`config.mk`:
```
export PLATFORM = sky130hd
export DESIGN_NAME = ifu_fetch
export DESIGN_NICKNAME = d
export VERILOG_FILES = /design/src/rtl/npc_ifu_pkg.sv /design/src/rtl/ifu_fetch.sv
export SDC_FILE = /design/constraint.sdc
export NUM_CORES = 1
export LEC_CHECK = 0
export CAP_MARGIN = 20
export CORE_ASPECT_RATIO = 0.7
export CORE_UTILIZATION = 60
export DETAILED_ROUTE_END_ITERATION = 7
export DONT_BUFFER_PORTS = 1
export PLACE_DENSITY = 0.73
export SYNTH_ARGS = -nofsm -noshare
export SYNTH_HDL_FRONTEND = slang
export SYNTH_SLANG_ARGS = --single-unit
```
`constraint.sdc`:
```
create_clock -name clk -period 2.3 [get_ports clk]
set_input_delay 0.23 -clock clk [delete_from_list [all_inputs] [get_ports clk]]
set_output_delay 0.23 -clock clk [all_outputs]
set_load 0.01 [all_outputs]
```
`src/rtl/npc_ifu_pkg.sv`:
```
// npc_ifu_pkg: shared definitions for the npc instruction fetch unit.
//   - 2-bit fetch FSM state encoding (REQ / WAIT / HOLD / HALT)
//   - IFU_RESET_PC: default PC fetched first after reset
package npc_ifu_pkg;

  localparam logic [1:0] REQ  = 2'd0;  // request pending toward memory
  localparam logic [1:0] WAIT = 2'd1;  // request accepted, awaiting response
  localparam logic [1:0] HOLD = 2'd2;  // instruction registered, presenting to decode
  localparam logic [1:0] HALT = 2'd3;  // parked after a misaligned-PC fault

  localparam logic [31:0] IFU_RESET_PC = 32'h8000_0000;

endpackage

```
`src/rtl/ifu_fetch.sv`:
```
// ifu_fetch: instruction fetch initiator. Owns the PC, issues one word fetch at
// a time, and presents the returned word with its PC to decode.
//
// Optional feature macro: IFU_ALIGN_CHK_EN
//   defined   -> a misaligned PC raises inst_fault instead of fetching, then
//                the unit parks in HALT until redirect or reset.
//   undefined -> no alignment check, inst_fault tied 0, no HALT state.
//
// Ports:
//   clk, rst_n        clock (rising edge), synchronous active-low reset
//   mem_req_*         fetch request: valid/ready handshake, byte address = pc
//   mem_rsp_*         fetch response: always accepted, one per accepted request
//   inst_*            instruction to decode: valid/ready, pc, word, fault marker
//   redirect_*        new PC from branch/jump/exception; kills in-flight fetch
module ifu_fetch
  import npc_ifu_pkg::*;
#(
  parameter logic [31:0] RESET_PC = IFU_RESET_PC
) (
  input  logic        clk,
  input  logic        rst_n,
  output logic        mem_req_valid,
  input  logic        mem_req_ready,
  output logic [31:0] mem_req_addr,
  input  logic        mem_rsp_valid,
  input  logic [31:0] mem_rsp_data,
  output logic        inst_valid,
  input  logic        inst_ready,
  output logic [31:0] inst_pc,
  output logic [31:0] inst,
  output logic        inst_fault,
  input  logic        redirect_valid,
  input  logic [31:0] redirect_pc
);

  logic [1:0]  state;
  logic [31:0] pc;
  logic [31:0] inst_r;
  logic        drop;       // outstanding response belongs to a redirected-away PC
  logic        misaligned;
  logic        req_fire;
  logic        inst_fire;

`ifdef IFU_ALIGN_CHK_EN
  logic fault_r;
  assign misaligned = |pc[1:0];
  assign inst_fault = fault_r;
`else
  assign misaligned = 1'b0;
  assign inst_fault = 1'b0;
`endif

  // Valids are masked by redirect in the same cycle so that no request with a
  // stale PC is accepted and decode never consumes an instruction being killed.
  // rst_n also masks them so nothing is offered while reset is held.
  assign mem_req_valid = rst_n & (state == REQ) & ~misaligned & ~redirect_valid;
  assign inst_valid    = rst_n & (state == HOLD) & ~redirect_valid;

  assign mem_req_addr = pc;
  assign inst_pc      = pc;
  assign inst         = inst_r;

  assign req_fire  = mem_req_valid & mem_req_ready;
  assign inst_fire = inst_valid & inst_ready;

  // NOTE: sequential state uses non-blocking assignments so every register
  // samples pre-edge values; blocking here would create order-dependent races.
  always_ff @(posedge clk) begin
    if (!rst_n) begin
      // NOTE: inst_r is a plain register (not a memory array), so it is reset
      // to give decode a defined inst value from the first cycle.
      state  <= REQ;
      pc     <= RESET_PC;
      inst_r <= '0;
      drop   <= 1'b0;
`ifdef IFU_ALIGN_CHK_EN
      fault_r <= 1'b0;
`endif
    end else if (redirect_valid) begin
      pc <= redirect_pc;
`ifdef IFU_ALIGN_CHK_EN
      fault_r <= 1'b0;
`endif
      if ((state == WAIT) && !mem_rsp_valid) begin
        // The old request is still in flight: wait for its response and bin it.
        drop  <= 1'b1;
        state <= WAIT;
      end else begin
        // Any same-cycle response is discarded along with the old PC.
        drop  <= 1'b0;
        state <= REQ;
      end
    end else begin
      case (state)
        REQ: begin
`ifdef IFU_ALIGN_CHK_EN
          if (misaligned) begin
            inst_r  <= '0;
            fault_r <= 1'b1;
            state   <= HOLD;
          end else
`endif
          if (req_fire) begin
            state <= WAIT;
          end
        end
        WAIT: begin
          if (mem_rsp_valid) begin
            if (drop) begin
              drop  <= 1'b0;
              state <= REQ;
            end else begin
              inst_r <= mem_rsp_data;
              state  <= HOLD;
            end
          end
        end
        HOLD: begin
          if (inst_fire) begin
`ifdef IFU_ALIGN_CHK_EN
            if (fault_r) begin
              state <= HALT;
            end else
`endif
            begin
              pc    <= pc + 32'd4;  // wraps silently at 2^32
              state <= REQ;
            end
          end
        end
        default: begin
`ifdef IFU_ALIGN_CHK_EN
          state <= HALT;  // only redirect or reset leave HALT
`else
          state <= REQ;
`endif
        end
      endcase
    end
  end

endmodule

```
* Word-level counts from Yosys, hierarchy flattened *
Cells that the tools add are included.

word-level totals
  word-level logic and storage cells = 43
  output and inout bits = 99
  input port bits = 70
  flip-flop bits (word level) = 67

cells by class
  muxes and demuxes = 14
  $add $sub $neg = 1
  reduce and logical (&&, ||, !) cells = 11
  bitwise logic cells = 8
  eq/ne operators = 5

operator list
  kind                                                                   number
  32-bit 2-to-1 mux                                                      3
  32-bit by 3-bit adder with 32-bit output, second input constant        1
  2-bit 2-to-1 mux                                                       5
  3-bit != test, second input constant                                   3
  2-bit nonzero test                                                     4
  1-bit AND                                                              6
  2-bit one-hot mux with 3 select lines                                  1
  1-bit 2-to-1 mux                                                       5
  2-bit AND reduction                                                    2
  4-bit AND reduction                                                    1
  3-bit AND reduction                                                    1
  2-bit by 1-bit equality test with 1-bit output, second input constant  1
  2-bit equality test, second input constant                             1
  2-bit zero test                                                        1
  1-bit inverter                                                         2
  1-bit logical AND                                                      1
  1-bit zero test                                                        1

* Logic depth before layout (Yosys ltp) *
Gate-level depths: netlist (run 1).

  depth after elaboration = 7
  gate-level depth with buffers = 6
  mapped depth without buffers = 5

* Worst setup path before layout (run 1) *
No wires, ideal clock.

  path type = register to register
  start point = register pc[7] (netlist: inst_pc[7])
  end point = register pc[29] (netlist: inst_pc[29])
  path buffers = 1
  stages on the path, launching flop included = 6
  slack = 0.320 ns
  required time = 2.237 ns
  arrival = 1.917 ns
  cells stage by stage = dfxtp_1 > nand4_1 > or4_1 > buf_2 > or4_1 > nand3_1

between the ends
  word-level cells in the longest chain between the ends = 4

ends and longest elaborated chain
  item                                      RTL line          RTL
  start: declaration                        ifu_fetch.sv:37   logic [31:0] pc;
  start signal: assignment                  ifu_fetch.sv:80   pc <= redirect_pc;
  start signal: assignment                  ifu_fetch.sv:126  pc <= pc + 32'd4;
  32-bit by 3-bit adder with 32-bit output  ifu_fetch.sv:126
  32-bit 2-to-1 mux                         ifu_fetch.sv:119  if (inst_fire) begin
  32-bit 2-to-1 mux                         ifu_fetch.sv:94   case (state)
  32-bit 2-to-1 mux                         ifu_fetch.sv:79   end else if (redirect_valid) begin

No other way between the ends. The select of a mux whose other input is x is not followed.
A chain may end at the register's enable or synchronous reset.

* Worst setup path in the final report (run 1) *
  start point = register pc[18] (netlist: inst_pc[18])
  end point = register pc[26] (netlist: inst_pc[26])

The elaborated chain is that of the path after synthesis.

==> key figures, run 1 <==
Run status
  – Outcome: complete, no violations

STA
  – Fin worst setup slack: approximately 0.3 ns
  – Setup TNS: 0 ns
  – Unrepaired setup endpoints after global routing: no
  – Final Hold Viols: 0
  – Max Slew Vio Count: 0
  – Post-Route Skew: about 0.0057 ns
  – Worst-Margin Slew: between 0.7 and 0.8 ns
  – Slew margin rel.: 0.4849
  – Min Tclk post-route: 2.001 ns
  – Fin crit share: 0.8699
  – F_max: 0.4998 GHz
  – Final setup viols: 0

Final layout
  – Util after Layout: 0.6807
  – Nets: around 470
  – Layout cell share with drive strength beyond 1: 0.1351
  – Area delta synth->final: 5.887%
  – Seq. cell area: ~1300 sq um
  – Fillers: around 460
  – Post-route cell area: about 3700 sq um
  – Area of the multi-input gates: ~1800 sq um
  – ANT cells: 0

Detailed routing
  – First-pass detailed-route iteration total: 5
  – Top Metal Used: met4
  – Routed wire length: a little over 9000 microns
  – DR vias/cell: 6.319
  – DR iter-0 viols: between 150 and 200
  – # DRC: 0
  – Routed met3 length: 967 microns
  – DR vias: about 3000
  – Met2 Routed Length: around 4000 microns
  – Routed len/inst: around 19 microns
  – WL met1: between 3000 and 4000 microns
  – Final antenna-violating net count: 0

Clocking
  – CTS clock-pin slew for the worst setup and hold paths: roughly 0.070 ns
  – Clk root buf: clkbuf_8
  – Clk_lat worst skew: about 0.35 ns
  – H-tree Lvls: 3
  – Clock Path Buffers: 2
  – Sink Count: 67
  – CTS Buf Count: 9
  – CTS tree: done

Yosys
  – Async S/R FF share, synth: 0
  – EDFF count, synth: 0
  – Yosys cell types: 51
  – Cell Area, Synth: between 3000 and 4000 sq um
  – Top-count cell post-synth: dfxtp_1
  – Post-synth top area cell: dfxtp_1
  – Most used DFF post-synth: dfxtp_1
  – Share of Yosys cell area claimed by the top area cell type: 0.3848
  – Syn_nets: just under 500
  – Register area share after synthesis: 0.3848
  – Commonest cells in the netlist: dfxtp_1 (67), nor2_1 (54), mux2i_1 (35)
  – Top cells by area, synth: dfxtp_1 (38%), mux2i_1 (10%), buf_4 (7.1%), nor2_1 (5.8%), or4_1 (3.4%)
  – Yosys warning count: 0
  – FF+latch count, synth: 67
  – Syn Area/Cell: 8.481 sq um
  – Post-Synthesis Cells: 411

Die
  – I/O pins: around 170
  – Initial core utilization: 0.6428
  – Die H: roughly 66 microns
  – Core area: 5423 sq um
  – Die W: 93.10 microns
  – Die area: about 6000 sq um
  – Placement Rows: 22

Flow run
  – Max-cap violations: 0

Placement
  – DP HPWL: 6525 microns
  – GPL Wtd Cong: around 0.91
  – Setup WS pre-CTS: between 0.3 and 0.4 ns
  – Number of port buffers: 0
  – Area post-placement: between 3000 and 4000 sq um

Power
  – VDD IR max: around 350 uV
  – Cell leakage power: 1.272 nW
  – Pwr Density: around 640 nW/um^2

Critical path
  – CP required: 2.57 ns
  – Crit. End Element: flop
  – Worst setup SP type: flop
  – Setup CP Type: flop to flop
  – Worst r2r path cells: 4
  – Critical path data arrival time: approximately 2.3 ns
  – Crit path max fanout: 7

Hold path
  – Hold path depth: 2
  – Tightest Hold Check Type: primary input to flop

Global route
  – Largest net degree at the start of global routing: 47
  – Total track usage: 0.3017
  – Number of global-route vias before repair: 2682
  – Initial antenna violation count: 0
  – First-pass GRT wire length: roughly 14000 microns
  – Congestion Overflow GR: 0
-- per-stage QoR --
step,std cells,power (mW),hold slack (ns)
global route,479,2.471,0.001759
finish,479,2.366,0.02289
CTS,478,2.375,0.004736
global placement,462,1.535,0.3527
floorplan,411,1.507,0.3739
detailed placement,462,1.541,0.3553
-- routing by layer --
| metal | vias up | global-route usage |
|---|---|---|
| met5 | - | 0 |
| met4 | 0 | 0.08269 |
| met3 | 7 | 0.1218 |
| met2 | 156 | 0.4513 |
| met1 | 1414 | 0.4026 |
| li1 | 1450 | - |
-- registers in the layout (all words and copies together) (netlist names) --
name and cells:
inst 32, state 2, drop 1, inst_pc 32
-- repair_timing --
action | CTS | global route
hold buffers | 1 | 1
hold endpoints to repair | 2 | 1
buffers inserted | 0 | 0
gates resized for setup | 0 | 0
-- placed cells by master (no fill, tap or decap), drive strengths merged, types with 5 or more instances in the layout --
cell    Yosys  layout
a311oi      6       6
a31oi      10      10
and4        5       5
buf        39      35
clkbuf     17       9
dfxtp      67      67
inv         6       6
mux2i      35      35
nand2      25      25
nand2b      6       6
nand3      16      16
nand4      10      10
nor2       54      54
nor3        8       8
o21ai      24      24
o31ai       6       6
or3         6       6
or4        16      16
-- worst paths after layout --
check,endpoint,slack [ns],start
max,inst_pc[26]$_SDFFE_PN0P_,0.30,inst_pc[18]$_SDFFE_PN0P_
min,inst_pc[9]$_SDFFE_PN0P_,0.02,rst_n
max reg2reg,inst_pc[26]$_SDFFE_PN0P_,0.30,inst_pc[18]$_SDFFE_PN0P_
min reg2reg,inst[28]$_SDFFE_PN0P_,0.56,inst[28]$_SDFFE_PN0P_
-- cells by family (layout without fill, tap and decap cells) --
family / count (synthesis) / in the layout / share of synthesized area
simple gates: 167 / 167 / 0.2505
mux: 35 / 35 / 0.1005
compound gates: 71 / 71 / 0.1378
other cells: 1 / 1 / 0.001076
buf+inv: 62 / 58 / 0.1041
fa+ha+maj: 1 / 1 / 0.003589
xor+xnor: 7 / 7 / 0.01759
flops: 67 / 67 / 0.3848
-- cell type report --
type / instances / area share
multi-input combinational: 282 / 0.4841
sequential: 67 / 0.3634
timing repair buffer: 37 / 0.07661
clock buffer: 9 / 0.03356
tap: 72 / 0.02441
clock inverter: 6 / 0.01186
inverter: 6 / 0.006102
-- worst max-delay path, cell delays in order, from the launching register on --
cell     delay (ns)
dfxtp_1        0.36
nand4_2        0.19
or4_1          0.69
or4_1          0.50
a31oi_1        0.19
-- report_power, final --
group / internal, mW / switching [mW]
sequential: 1.21 / 0.0504
clock: 0.383 / 0.461
combinational: 0.103 / 0.162
total: 1.69 / 0.673
Power figures use the tool's default switching activity.
==> run 2, diff against run 1 <==
--- a/config.mk
+++ b/config.mk
@@ -10,6 +10,7 @@
 export CORE_UTILIZATION = 60
 export DETAILED_ROUTE_END_ITERATION = 7
 export DONT_BUFFER_PORTS = 1
+export GPL_TIMING_DRIVEN = 0
 export PLACE_DENSITY = 0.73
 export SYNTH_ARGS = -nofsm -noshare
 export SYNTH_HDL_FRONTEND = slang
==> run 2 against run 1 <==
  * Hold slack improved by 0.018 ns
  * Sequential cell count did not move
  * Critical path depth grew 1
  * Largest cell class unchanged
  * First-iteration DRC count up 23%
  * Largest power group unchanged
  * Wire length grew 5.1%
  * Via count increased by 6.7%
  * Power increased by 21%
  * Combinational power decreased by 8.7%
  * Design area up 5.1%
  * Count of clock-buffer cells in the layout increased by 1
==> key figures, run 2 (synthesis results as in run 1) <==
Global route
  – First-pass GRT wire length: 14440 microns (+3.5%)
  – Total track usage: 0.3067 (+0.004992)
  – Number of global-route vias before repair: 2808 (+4.7%)
  – Initial antenna violation count: 0 (unchanged)
  – Congestion Overflow GR: 0 (unchanged)
  – Largest net degree at the start of global routing: 13 (-72%)

Detailed routing
  – First-pass detailed-route iteration total: 5 (unchanged)
  – Final antenna-violating net count: 0 (unchanged)
  – Routed len/inst: 18.90 microns (about the same)
  – # DRC: 0 (unchanged)
  – DR vias: 3231 (+6.7%)
  – DR vias/cell: 6.423 (+1.6%)
  – Routed wire length: 9506 microns (+5.1%)
  – DR iter-0 viols: 216 (+23%)

Critical path
  – Register-to-register setup slack: 0.08 ns (-0.22 ns)
  – RR Endpoint: inst_pc[29]$_SDFFE_PN0P_
  – CP required: 2.58 ns (about the same)
  – Crit path max fanout: 8 (+1)
  – CP Cell Sequence: nand4_1 -> buf_4 -> or4_1 -> or4_1 -> nand3_1
  – Setup CP Type: flop to flop
  – Crit. End Element: flop
  – Worst setup SP type: flop
  – Slowest-stage cell, CP: or4_1
  – Worst R2R Start: inst_pc[13]$_SDFFE_PN0P_
  – Worst path most repeated cell: or4_1
  – Worst r2r path cells: 5 (+1)
  – Critical path data arrival time: 2.50 ns (+0.23 ns)
  – CP max stage delay: 0.61 ns (-0.08 ns)

Clocking
  – CTS clock-pin slew for the worst setup and hold paths: 0.08 ns (about the same)
  – Clock Path Buffers: 2 (unchanged)
  – CTS tree: done
  – H-tree Lvls: 3 (unchanged)
  – Clk root buf: clkbuf_8
  – CTS Buf Count: 9 (unchanged)
  – Sink Count: 67 (unchanged)
  – Hold Buf Count CTS: 0 (-1)
  – Clk_lat worst skew: 0.34 ns (about the same)

STA
  – Min Tclk post-route: 2.220 ns (+0.2190 ns)
  – F_max: 0.4505 GHz (-9.9%)
  – Slew margin rel.: 0.5275 (+0.04261)
  – Final Hold Viols: 0 (unchanged)
  – Post-Route Skew: 0.008612 ns (+0.002919 ns)
  – Max Slew Vio Count: 0 (unchanged)
  – Worst-Margin Slew: 0.7034 ns (-0.06821 ns)
  – Setup TNS: 0 ns (unchanged)
  – WHS: 0.04077 ns (+0.01788 ns)
  – Fin crit share: 0.9652 (+0.09523)
  – Final setup viols: 0 (unchanged)
  – Unrepaired setup endpoints after global routing: no

Hold path
  – Endpoint, Worst Hold: inst[18]$_SDFFE_PN0P_
  – Hold path depth: 2 (unchanged)
  – Hold wc startpoint: mem_rsp_data[18]
  – Tightest Hold Check Type: primary input to flop

Final layout
  – Nets: 497 (+4.9%)
  – Layout cell share with drive strength beyond 1: 0.1578 (+0.02264)
  – Area delta synth->final: 11.27%
  – Most common cell after layout, fill and taps aside: dfxtp_1
  – Fillers: 471 (+1.9%)
  – Most frequent cells in the layout: dfxtp_1 (61), nor2_1 (54), buf_4 (37)
  – ANT cells: 0 (unchanged)

Die
  – Die H: 65.77 microns (unchanged)
  – Initial core utilization: 0.6428 (unchanged)
  – Die W: 93.10 microns (unchanged)
  – Core area: 5423 sq um (unchanged)
  – Placement Rows: 22 (unchanged)
  – I/O pins: 169 (unchanged)
  – Die area: 6123 sq um (unchanged)

Power
  – Cell leakage power: 1.373 nW (+7.9%)
  – Tot Pwr: 2.856 mW (+21%)
  – Pwr Density: 736.4 nW/um^2 (+15%)
  – VDD IR max: 496.4 uV (+43%)

Placement
  – GPL Wtd Cong: 0.8871 (-2.5%)
  – DP HPWL: 6960 microns (+6.7%)
  – Number of port buffers: 0 (unchanged)

Flow run
  – Max-cap violations: 0 (unchanged)

Run status
  – Outcome: complete, no violations
-- run 2: cell types whose count changed in the layout (fill, tap and decap cells not counted), moves of 2 or more --
cell / previous run / this run
dfxtp_2: 0 / 6
clkinvlp_4: 4 / 1
dlygate4sd3_1: 2 / 0
dfxtp_1: 67 / 61
buf_4: 35 / 37
buf_2: 0 / 5
bufinv_16: 0 / 4
clkbuf_1: 0 / 17
-- run 2: final cells by class --
type                    count  area [sq um]  area share
inverters                   6         22.52    0.005806
repair buffers              4         30.03    0.007742
multi-input cells         282          1782      0.4594
well taps                  72         90.09     0.02323
clock buffers              10         127.6     0.03290
flip-flops and latches     67          1349      0.3477
clock inverters             6         136.4     0.03516
plain buffers              56         341.6     0.08806
-- run 2: how the worst max path moves through the flow --
stage | from | to | slack, ns | cells after the start
2_1_floorplan | inst_pc[7]$_SDFFE_PN0P_ | inst_pc[29]$_SDFFE_PN0P_ | 0.32 | 5
3_3_place_gp | inst_pc[13]$_SDFFE_PN0P_ | inst_pc[29]$_SDFFE_PN0P_ | 0.07 | 4
3_5_place_dp | inst_pc[8]$_SDFFE_PN0P_ | inst_pc[29]$_SDFFE_PN0P_ | 0.07 | 5
4_1_cts | inst_pc[13]$_SDFFE_PN0P_ | inst_pc[29]$_SDFFE_PN0P_ | 0.02 | 4
5_1_grt | inst_pc[19]$_SDFFE_PN0P_ | inst_pc[26]$_SDFFE_PN0P_ | 0.007 | 5
6_report | inst_pc[13]$_SDFFE_PN0P_ | inst_pc[29]$_SDFFE_PN0P_ | 0.08 | 5
-- run 2: repair_timing --
item / CTS / global route
buffers inserted: 0 / 4
setup endpoints to repair: 0 / 6
gates resized for setup: 0 / 8
hold endpoints to repair: 0 / 0
-- run 2: metal layers --
metal	wire length (microns)	global-route usage	vias to the layer above
li1	-	-	1501
met1	4069	0.4185	1485
met2	4136	0.4614	229
met3	1193	0.1138	16
met4	106	0.06923	0
met5	0	0	-
-- run 2: critical path: cells and delay by family (launching register included) --
kind | cells | cell delay, ns
simple gates | 4 | 1.40
flops | 1 | 0.57
buf+inv | 1 | 0.19
-- run 2: power by group --
group | switching (mW) | leakage [nW] | internal, mW
Combinational | 0.134 | 0.696 | 0.109
Sequential | 0.100 | 0.550 | 1.21
Clock | 0.472 | 0.127 | 0.835
-- run 2: stage by stage --
stage | worst slack [ns] | cell area (sq um) | util | instances
3_5_place_dp | 0.06728 | 3576 | 0.6594 | 483
4_1_cts | 0.01814 | 3840 | 0.7081 | 499
6_report | 0.08010 | 3879 | 0.7153 | 503
5_1_grt | 0.007422 | 3879 | 0.7153 | 503
3_3_place_gp | 0.07375 | 3576 | 0.6594 | 483
2_1_floorplan | 0.3203 | 3486 | - | 411
